$ cat src/rtl/pc_sequencer.sv
// rtl/pc_sequencer.sv - fetch/decode/branch controller for the 8-bit CPU program counter.
module pc_sequencer #(
  parameter int PC_W  = 8,
  parameter int CNT_W = 8
) (
  input  logic             clk,
  input  logic             rst,
  input  logic             i_load_mode,
  input  logic [PC_W-1:0]  i_pc,
  output logic [PC_W-1:0]  o_pc_add,
  output logic             o_in_cmd,
  output logic             o_is_done,
  output logic             o_mem_req,
  input  logic             i_mem_ready,
  input  logic [7:0]       i_mem_data,
  input  logic             i_zero,
  input  logic             i_carry,
  output logic             o_exec,
  output logic [3:0]       o_op,
  output logic [3:0]       o_imm,
  output logic [CNT_W-1:0] o_retired
);

  typedef enum logic [2:0] {
    S_FETCH,
    S_DECODE,
    S_FETCH_TGT,
    S_HALT,
    S_LOAD
  } state_t;

  localparam logic [CNT_W-1:0] RET_MAX = {CNT_W{1'b1}};

  state_t           state_q, state_d;
  logic [7:0]       ir_q, ir_d;
  logic [CNT_W-1:0] retired_q, retired_d;
  logic             retire;
  logic             taken;
  logic [3:0]       ir_op;

  assign ir_op     = ir_q[7:4];
  assign o_op      = ir_q[7:4];
  assign o_imm     = ir_q[3:0];
  assign o_retired = retired_q;

  always_comb begin
    state_d   = state_q;
    ir_d      = ir_q;
    retire    = 1'b0;
    taken     = 1'b0;
    o_pc_add  = i_pc;
    o_mem_req = 1'b0;
    o_exec    = 1'b0;
    o_in_cmd  = 1'b0;
    o_is_done = 1'b0;

    case (state_q)
      S_FETCH: begin
        o_mem_req = 1'b1;
        if (i_mem_ready) begin
          ir_d     = i_mem_data;
          o_pc_add = i_pc + PC_W'(1);
          state_d  = S_DECODE;
        end
      end
      S_DECODE: begin
        if (ir_op <= 4'hB) begin
          o_exec  = 1'b1;
          retire  = 1'b1;
          state_d = S_FETCH;
        end else if (ir_op == 4'hF) begin
          retire  = 1'b1;
          state_d = S_HALT;
        end else begin
          state_d = S_FETCH_TGT;
        end
      end
      S_FETCH_TGT: begin
        o_mem_req = 1'b1;
        if (i_mem_ready) begin
          taken    = (ir_op == 4'hC) || (ir_op == 4'hD && i_zero) || (ir_op == 4'hE && i_carry);
          o_pc_add = taken ? PC_W'(i_mem_data) : i_pc + PC_W'(1);
          retire   = 1'b1;
          state_d  = S_FETCH;
        end
      end
      S_HALT: begin
        o_is_done = 1'b1;
      end
      S_LOAD: begin
        o_in_cmd = 1'b1;
        state_d  = S_FETCH;
      end
      default: state_d = S_FETCH;
    endcase

    // Program loading wins over everything: abandon any fetch and freeze the PC this cycle.
    if (i_load_mode) begin
      state_d   = S_LOAD;
      ir_d      = ir_q;
      retire    = 1'b0;
      o_exec    = 1'b0;
      o_mem_req = 1'b0;
      o_pc_add  = i_pc;
    end

    if (rst) begin
      o_pc_add = i_pc;
    end

    retired_d = (retire && retired_q != RET_MAX) ? retired_q + CNT_W'(1) : retired_q;
  end

  always_ff @(posedge clk or posedge rst) begin
    if (rst) begin
      state_q   <= S_FETCH;
      ir_q      <= '0;
      retired_q <= '0;
    end else begin
      state_q   <= state_d;
      ir_q      <= ir_d;
      retired_q <= retired_d;
    end
  end

endmodule

$ cat config.mk
export PLATFORM = sky130hd
export DESIGN_NAME = pc_sequencer
export DESIGN_NICKNAME = d
export VERILOG_FILES = /design/src/rtl/pc_sequencer.sv
export SDC_FILE = /design/constraint.sdc
export NUM_CORES = 1
export LEC_CHECK = 0
export ABC_CLOCK_PERIOD_IN_PS = 4600
export CORE_MARGIN = 2
export CORE_UTILIZATION = 47
export CTS_CLUSTER_DIAMETER = 40
export CTS_CLUSTER_SIZE = 40
export DETAILED_ROUTE_END_ITERATION = 7
export PLACE_DENSITY = 0.84
export SYNTH_ARGS = -nofsm -noshare
export SYNTH_HDL_FRONTEND = slang
export SYNTH_SLANG_ARGS = --single-unit
$ cat constraint.sdc
create_clock -name clk -period 4.6 [get_ports clk]
set_input_delay 0.46 -clock clk [delete_from_list [all_inputs] [get_ports clk]]
set_output_delay 0.46 -clock clk [all_outputs]
set_load 0.05 [all_outputs]
Word-level counts from Yosys, hierarchy flattened
Index checks and enable logic that the tools add are counted.

Bits in registers: 19. Input port bits: 22. Logic and storage cells: 52.

Add/sub/neg operators: 2. $lt $le $gt $ge: 1. Equal/unequal tests: 12. Multiplexer cells: 24. Bitwise operators: 1. Reductions and logical operators: 9.

Operators by type and width (number): $mux W8 (5); $add A8 B1 Y8 const B (2); $eq A4 B4 Y1 const B (4); $pmux W8 S2 (1); $mux W1 (12); $pmux W3 S4 (1); $mux W3 (3); $ne A8 B8 Y1 const B (1); $eq A3 B2 Y1 const B (2); $ne A3 B3 Y1 const B (2); $reduce_and A3 Y1 (2); $le A4 B4 Y1 const B (1); $eq A3 B1 Y1 const B (1); $eq A3 B3 Y1 const B (1); $logic_and A1 B1 Y1 (3); $logic_not A3 Y1 (1); $logic_or A1 B1 Y1 (2); $mux W2 (1); $ne A2 B2 Y1 const B (1); $pmux W1 S2 (1); $reduce_or A2 Y1 (1); $not A1 Y1 (1).

Logic depth before layout (Yosys ltp)
Depth after elaboration: 9. Depth in mapped cells: 6.

Least setup slack after synthesis
OpenSTA, ideal clock, no wires.

Kind: input port to output port. From: in i_load_mode. To: out o_pc_add[2]. Arrival time: 2476 ps. Data required time: 4140 ps. Slack: 1664 ps. Stages on the path: 5. Buffers on the path: 2. Cells stage by stage: or2_1 buf_6 or3_1 buf_2 o31ai_1.

Word-level cells in the longest chain between the ends: 2.

RTL lines: from (decl) (line 8) `input logic i_load_mode,`; $mux W8 (line 98) `if (i_load_mode) begin`; $mux W8 (line 107) `if (rst) begin`; to (decl) (line 10) `output logic [PC_W-1:0] o_pc_add,`.

No other way between the ends.

Worst setup path in the final report
Same ends and word-level chain as after synthesis.

==> results.sh <==
export IMPL_fin_crit_sh_pct=73.2
export IMPL_min_path_cells=1
export IMPL_rsz0062_at_grt="no"
export IMPL_htree_levels=1
export IMPL_grt_pass1_wl_um=5740
export IMPL_drt_iter0_drc=52
export IMPL_start_util_pct=48.8
export IMPL_drt_wl_total_um=3350
export IMPL_fin_nets=215
export IMPL_setup_tns_ns=0
export IMPL_fill_cells=224
export IMPL_dieArea_um2=3280
export IMPL_power_frac_clock_pct=14.8
export IMPL_clk_pin_slew_ns=0.12
export IMPL_drt_pass1_iterations=4
export IMPL_maxSlewViolCount=0
export IMPL_antenna_found_initial=0
export IMPL_cp_end_kind="output port"
export IMPL_grt_max_degree=20
export IMPL_die_width_um=57.3
export IMPL_ir_worst_vdd_v=0.000477
export IMPL_worst_pin_slew_ns=0.704
export IMPL_yosysWarnings=0
export IMPL_async_flop_share_pct=100
export IMPL_min_to="o_retired[5]"
export IMPL_seqPwrFrac_pct=37.2
export IMPL_p_leak_nw=0.804
export IMPL_crit_start="i_load_mode"
export IMPL_cpMostUsedCell="clkdlybuf4s50_1"
export IMPL_cts_root_buf="clkbuf_4"
export IMPL_grt_usage_pct=21.9
export IMPL_fmax_ghz=0.297
export IMPL_crit_buf_inv=2
export IMPL_synthFlopType="dfrtp_1"
export IMPL_holdWs_ns=0.518
export IMPL_crit_path_cell_trace="clkdlybuf4s50_1 -> or2_1 -> or3_1 -> o31ai_1 -> clkdlybuf4s50_1"
export IMPL_grt_pass1_vias=1219
export IMPL_post_cts_repair_setup_buffers=0
export IMPL_cts_resized=0
export IMPL_finClkSkew_ns=0.00763
export IMPL_rows=19
export IMPL_total_power_mw=0.594
export IMPL_dpl_cell_count=217
export IMPL_viasPerCell=5.78
export IMPL_syn_avg_cell_area_um2=9.27
export IMPL_syn_area_um2=1340
export IMPL_diodes=0
export IMPL_p_sw_mw=0.256
export IMPL_r2r_end="ir_q[1]"
export IMPL_min_from="o_retired[5]"
export IMPL_critical_path_top_delay_family="buffers and inverters"
export IMPL_reg2reg_slack_ns=2.70
export IMPL_switching_share_pct=43.1
export IMPL_ys_types=47
export IMPL_finalHoldViolations=0
export IMPL_overflow=0
export IMPL_cts_made_buffers=3
export IMPL_p_per_area_nw_per_um2=321
export IMPL_drive_above_1_share_pct=10.0
export IMPL_area_growth_syn_to_layout_pct=38.6
export IMPL_cp_slowest_stage_delay_ns=0.85
export IMPL_drc=0
export IMPL_cts_sinks=19
export IMPL_syn_nets=168
export IMPL_worstPathMaxFanout=6
export IMPL_finalSetupViolCount=0
export IMPL_final_common_cell="clkdlybuf4s50_1"
export IMPL_critPathKind="input port to output port"
export IMPL_clkLatencyLatePin_ns=0.30
export IMPL_start_kind="input port"
export IMPL_ios=50
export IMPL_critPathRequiredTime_ns=4.14
export IMPL_vias=1278
export IMPL_synth_edff_count=0
export IMPL_port_buffer_count=49
export IMPL_fin_cells=221
export IMPL_status="completed"
export IMPL_die_y_um=57.3
export IMPL_cp_slowest_cell="clkdlybuf4s50_1"
export IMPL_arrival_ns=2.91
export IMPL_cts_path_max_buffers=2
export IMPL_crit_reg2reg_launch="state_q[0]"
export IMPL_cap_violations=0
export IMPL_slew_headroom_pct=53.0
export IMPL_power_frac_comb_pct=48.0
export IMPL_ctsHoldBuffers=0
export IMPL_ys_seq_area_share_pct=35.6
export IMPL_core_um2=2730
export IMPL_synthCells=144
export IMPL_wl_per_cell_um=15.1
export IMPL_p_int_mw=0.338
export IMPL_hold_path_class="flip-flop to flip-flop"
export IMPL_synth_seq_cells=19
export IMPL_hpwlAfterDp_um=2590
export IMPL_gp_congestion=0.826
export IMPL_cts_tree="done"
export IMPL_final_min_clock_period_ns=3.37
export IMPL_final_cell_mix="clkdlybuf4s50_1 (49), dfrtp_1 (19), nor2_1 (11), nand2_1 (11)"
export IMPL_ff2ff_path_depth=4
export IMPL_ant_nets=0
==> synthesized netlist by cell type (all sizes together) (3+ instances only) <==
cell type / instances / area, um2
a21oi: 8 / 40.0
a2bb2oi: 4 / 35.0
and3: 3 / 18.8
buf: 5 / 36.3
dfrtp: 19 / 475
inv: 5 / 18.8
mux2: 10 / 143
mux2i: 6 / 60.1
nand2: 12 / 47.6
nand2b: 3 / 18.8
nand3: 9 / 50.1
nand4: 3 / 18.8
nor2: 12 / 47.6
nor3: 6 / 35.0
o21ai: 8 / 40.0
xor2: 6 / 52.6
==> stage by stage <==
| stage | utilization (%) | cell area, um2 | setup slack (ns) |
|---|---|---|---|
| detailed placement | 66.6 | 1820 | 1.25 |
| CTS | 67.7 | 1850 | 1.26 |
| global placement | 66.6 | 1820 | 1.34 |
| floorplan | - | 1340 | 1.66 |
| global route | 67.7 | 1850 | 1.09 |
| finish | 67.7 | 1850 | 1.23 |
==> cell type report <==
type	count	area, um2	area share, %
clock buffer	3	22.5	1.22
clock inverter	1	7.51	0.406
inverter	5	18.8	1.01
multi-input combinational	113	797	43.1
sequential	19	475	25.7
tap	31	38.8	2.10
timing repair buffer	49	490	26.5
==> state kept, by name, indices dropped and copies added (netlist names) <==
signal / cells
ir_q: 8
state_q: 3
o_retired: 8
==> logic make-up (layout without fill, tap and decap cells) <==
logic type | count (synthesis) | after routing | synth area share (%)
buffers and inverters | 12 | 58 | 4.69
AO/OA/AOI/OAI | 31 | 31 | 15.4
flip-flops | 19 | 19 | 35.6
adder cells (fa/ha/maj) | 2 | 2 | 1.87
XOR/XNOR | 7 | 7 | 4.59
AND/OR/NAND/NOR | 57 | 57 | 22.7
multiplexers | 16 | 16 | 15.2
==> power by group through the flow <==
stage	clock, mW	sequential, mW	combinational [mW]
after floorplan	0	0.308	0.102
after global placement	0	0.221	0.283
after detailed placement	0	0.224	0.285
after CTS	0.0903	0.221	0.286
after global routing	0.0988	0.227	0.300
final	0.0878	0.221	0.285
==> how the worst max path moves through the flow <==
stage	to	slack [ns]	cells after the start
CTS	o_pc_add[4]	1.26	6
finish	o_pc_add[2]	1.23	5
floorplan	o_pc_add[2]	1.66	5
global route	o_pc_add[0]	1.09	6
detailed placement	o_pc_add[4]	1.25	6
global placement	o_pc_add[4]	1.34	6
==> metal layers <==
| metal | global-route usage [%] | share of wire [%] | up-vias |
|---|---|---|---|
| met3 | 4.54 | 6.9 | 4 |
| met5 | 0 | 0 | - |
| li1 | - | - | 619 |
| met4 | 3.65 | 0.75 | 0 |
| met2 | 35.5 | 48 | 62 |
| met1 | 31.0 | 45 | 593 |
Note: power is estimated with default switching activity, not from simulation.
==> patch: new RTL, config.mk and constraints unchanged <==
Register the input `i_load_mode` before use. The logic sees it one clock later. The other inputs are not delayed to match.
--- a/src/rtl/pc_sequencer.sv
+++ b/src/rtl/pc_sequencer.sv
@@ -30,6 +30,12 @@
   } state_t;
 
   localparam logic [CNT_W-1:0] RET_MAX = {CNT_W{1'b1}};
+
+  logic i_load_mode_q;
+
+  always_ff @(posedge clk) begin
+    i_load_mode_q <= i_load_mode;
+  end
 
   state_t           state_q, state_d;
   logic [7:0]       ir_q, ir_d;
@@ -95,7 +101,7 @@
     endcase
 
     // Program loading wins over everything: abandon any fetch and freeze the PC this cycle.
-    if (i_load_mode) begin
+    if (i_load_mode_q) begin
       state_d   = S_LOAD;
       ir_d      = ir_q;
       retire    = 1'b0;
Check against the original RTL: not equivalent (Yosys sat finds a counterexample within 4 cycles, from zero or initial values and one cycle with rst high).
==> patch against the original RTL <==
Combinational power is 7% higher; critical endpoint is now o_pc_add[7]; worst setup slack worse by 0.12 ns; sequential cell count is 1 higher; count of clock-buffer cells in the layout stayed put; total power is 16% higher; cell area is 4.0% higher; maximum frequency is 3.5% lower; synthesized area is 3.7% higher; highest routed layer unchanged; wire length is 10% higher.
==> patch: results (changes against the original RTL) <==
metric	value	unit	change
dpl.cell_count	221		was 217
pg_comb	0.304	mW	was 0.285 mW
status	finished, final reports clean		unchanged
placed_area	1870	um2	was 1820 um2
synth_xor_area_share	5.06	%	was 4.59%
syn_nets	172		was 168
syn_area_per_cell	9.36	um2	was 9.27 um2
hpwlAfterDp	2.83	mm	was 2.59 mm
place_congestion	0.842		was 0.826
clkPwrFrac	21.7	%	was 14.8%
use_met1	28.4	%	was 31.0%
r2r_start	state_q[1]		was state_q[0]
p_int	0.409	mW	was 0.338 mW
synthMuxAreaShare	10.2	%	was 15.2%
cp-startpoint	i_carry		was i_load_mode
ir_drop	0.263	mV	was 0.477 mV
path_max_fanout	9		was 6
seq_area_frac_synth	35.8	%	was 35.6%
vias	1335		was 1,278
drt-initial-drc-count	68		was 52
fin_skew	0.00370	ns	was 0.00763 ns
viasPerCell	5.93		was 5.78
synthDistinctLibCells	45		was 47
routed_wl	3.69	mm	was 3.35 mm
grt_first_pass_wirelength	5.95	mm	was 5.74 mm
wl_met3	230	um	was 232 um
multi_input_area	836	um2	was 797 um2
power_switching	0.279	mW	was 0.256 mW
drive_gt1_share	10.3	%	was 10.0%
-- patch: worst paths after layout --
kind                            slack, ns  cells past startpoint            to
max in group asynchronous            3.43                      2       ir_q[6]
worst max register to register       2.66                      3       ir_q[6]
worst min register to register       0.50                      1  o_retired[7]
min in group asynchronous            0.70                      2       ir_q[2]
worst max-delay path                 1.11                      7   o_pc_add[7]
worst min-delay path                 0.50                      1  o_retired[7]
-- patch: final cells by class --
type / count / share of cell area, %
inverters: 3 / 0.585
flip-flops and latches: 20 / 25.7
multi-input cells: 118 / 43.4
repair buffers: 49 / 25.5
clock buffers: 3 / 1.17
clock inverters: 1 / 1.56
well taps: 31 / 2.02
-- patch: worst max-delay path, cell delays in order --
cell and delay (ns):
clkdlybuf4s50_1 0.45, inv_1 0.04, o22ai_2 0.26, nor4b_4 0.50
a2111oi_0 0.23, a211oi_2 0.24, clkdlybuf4s50_1 0.84
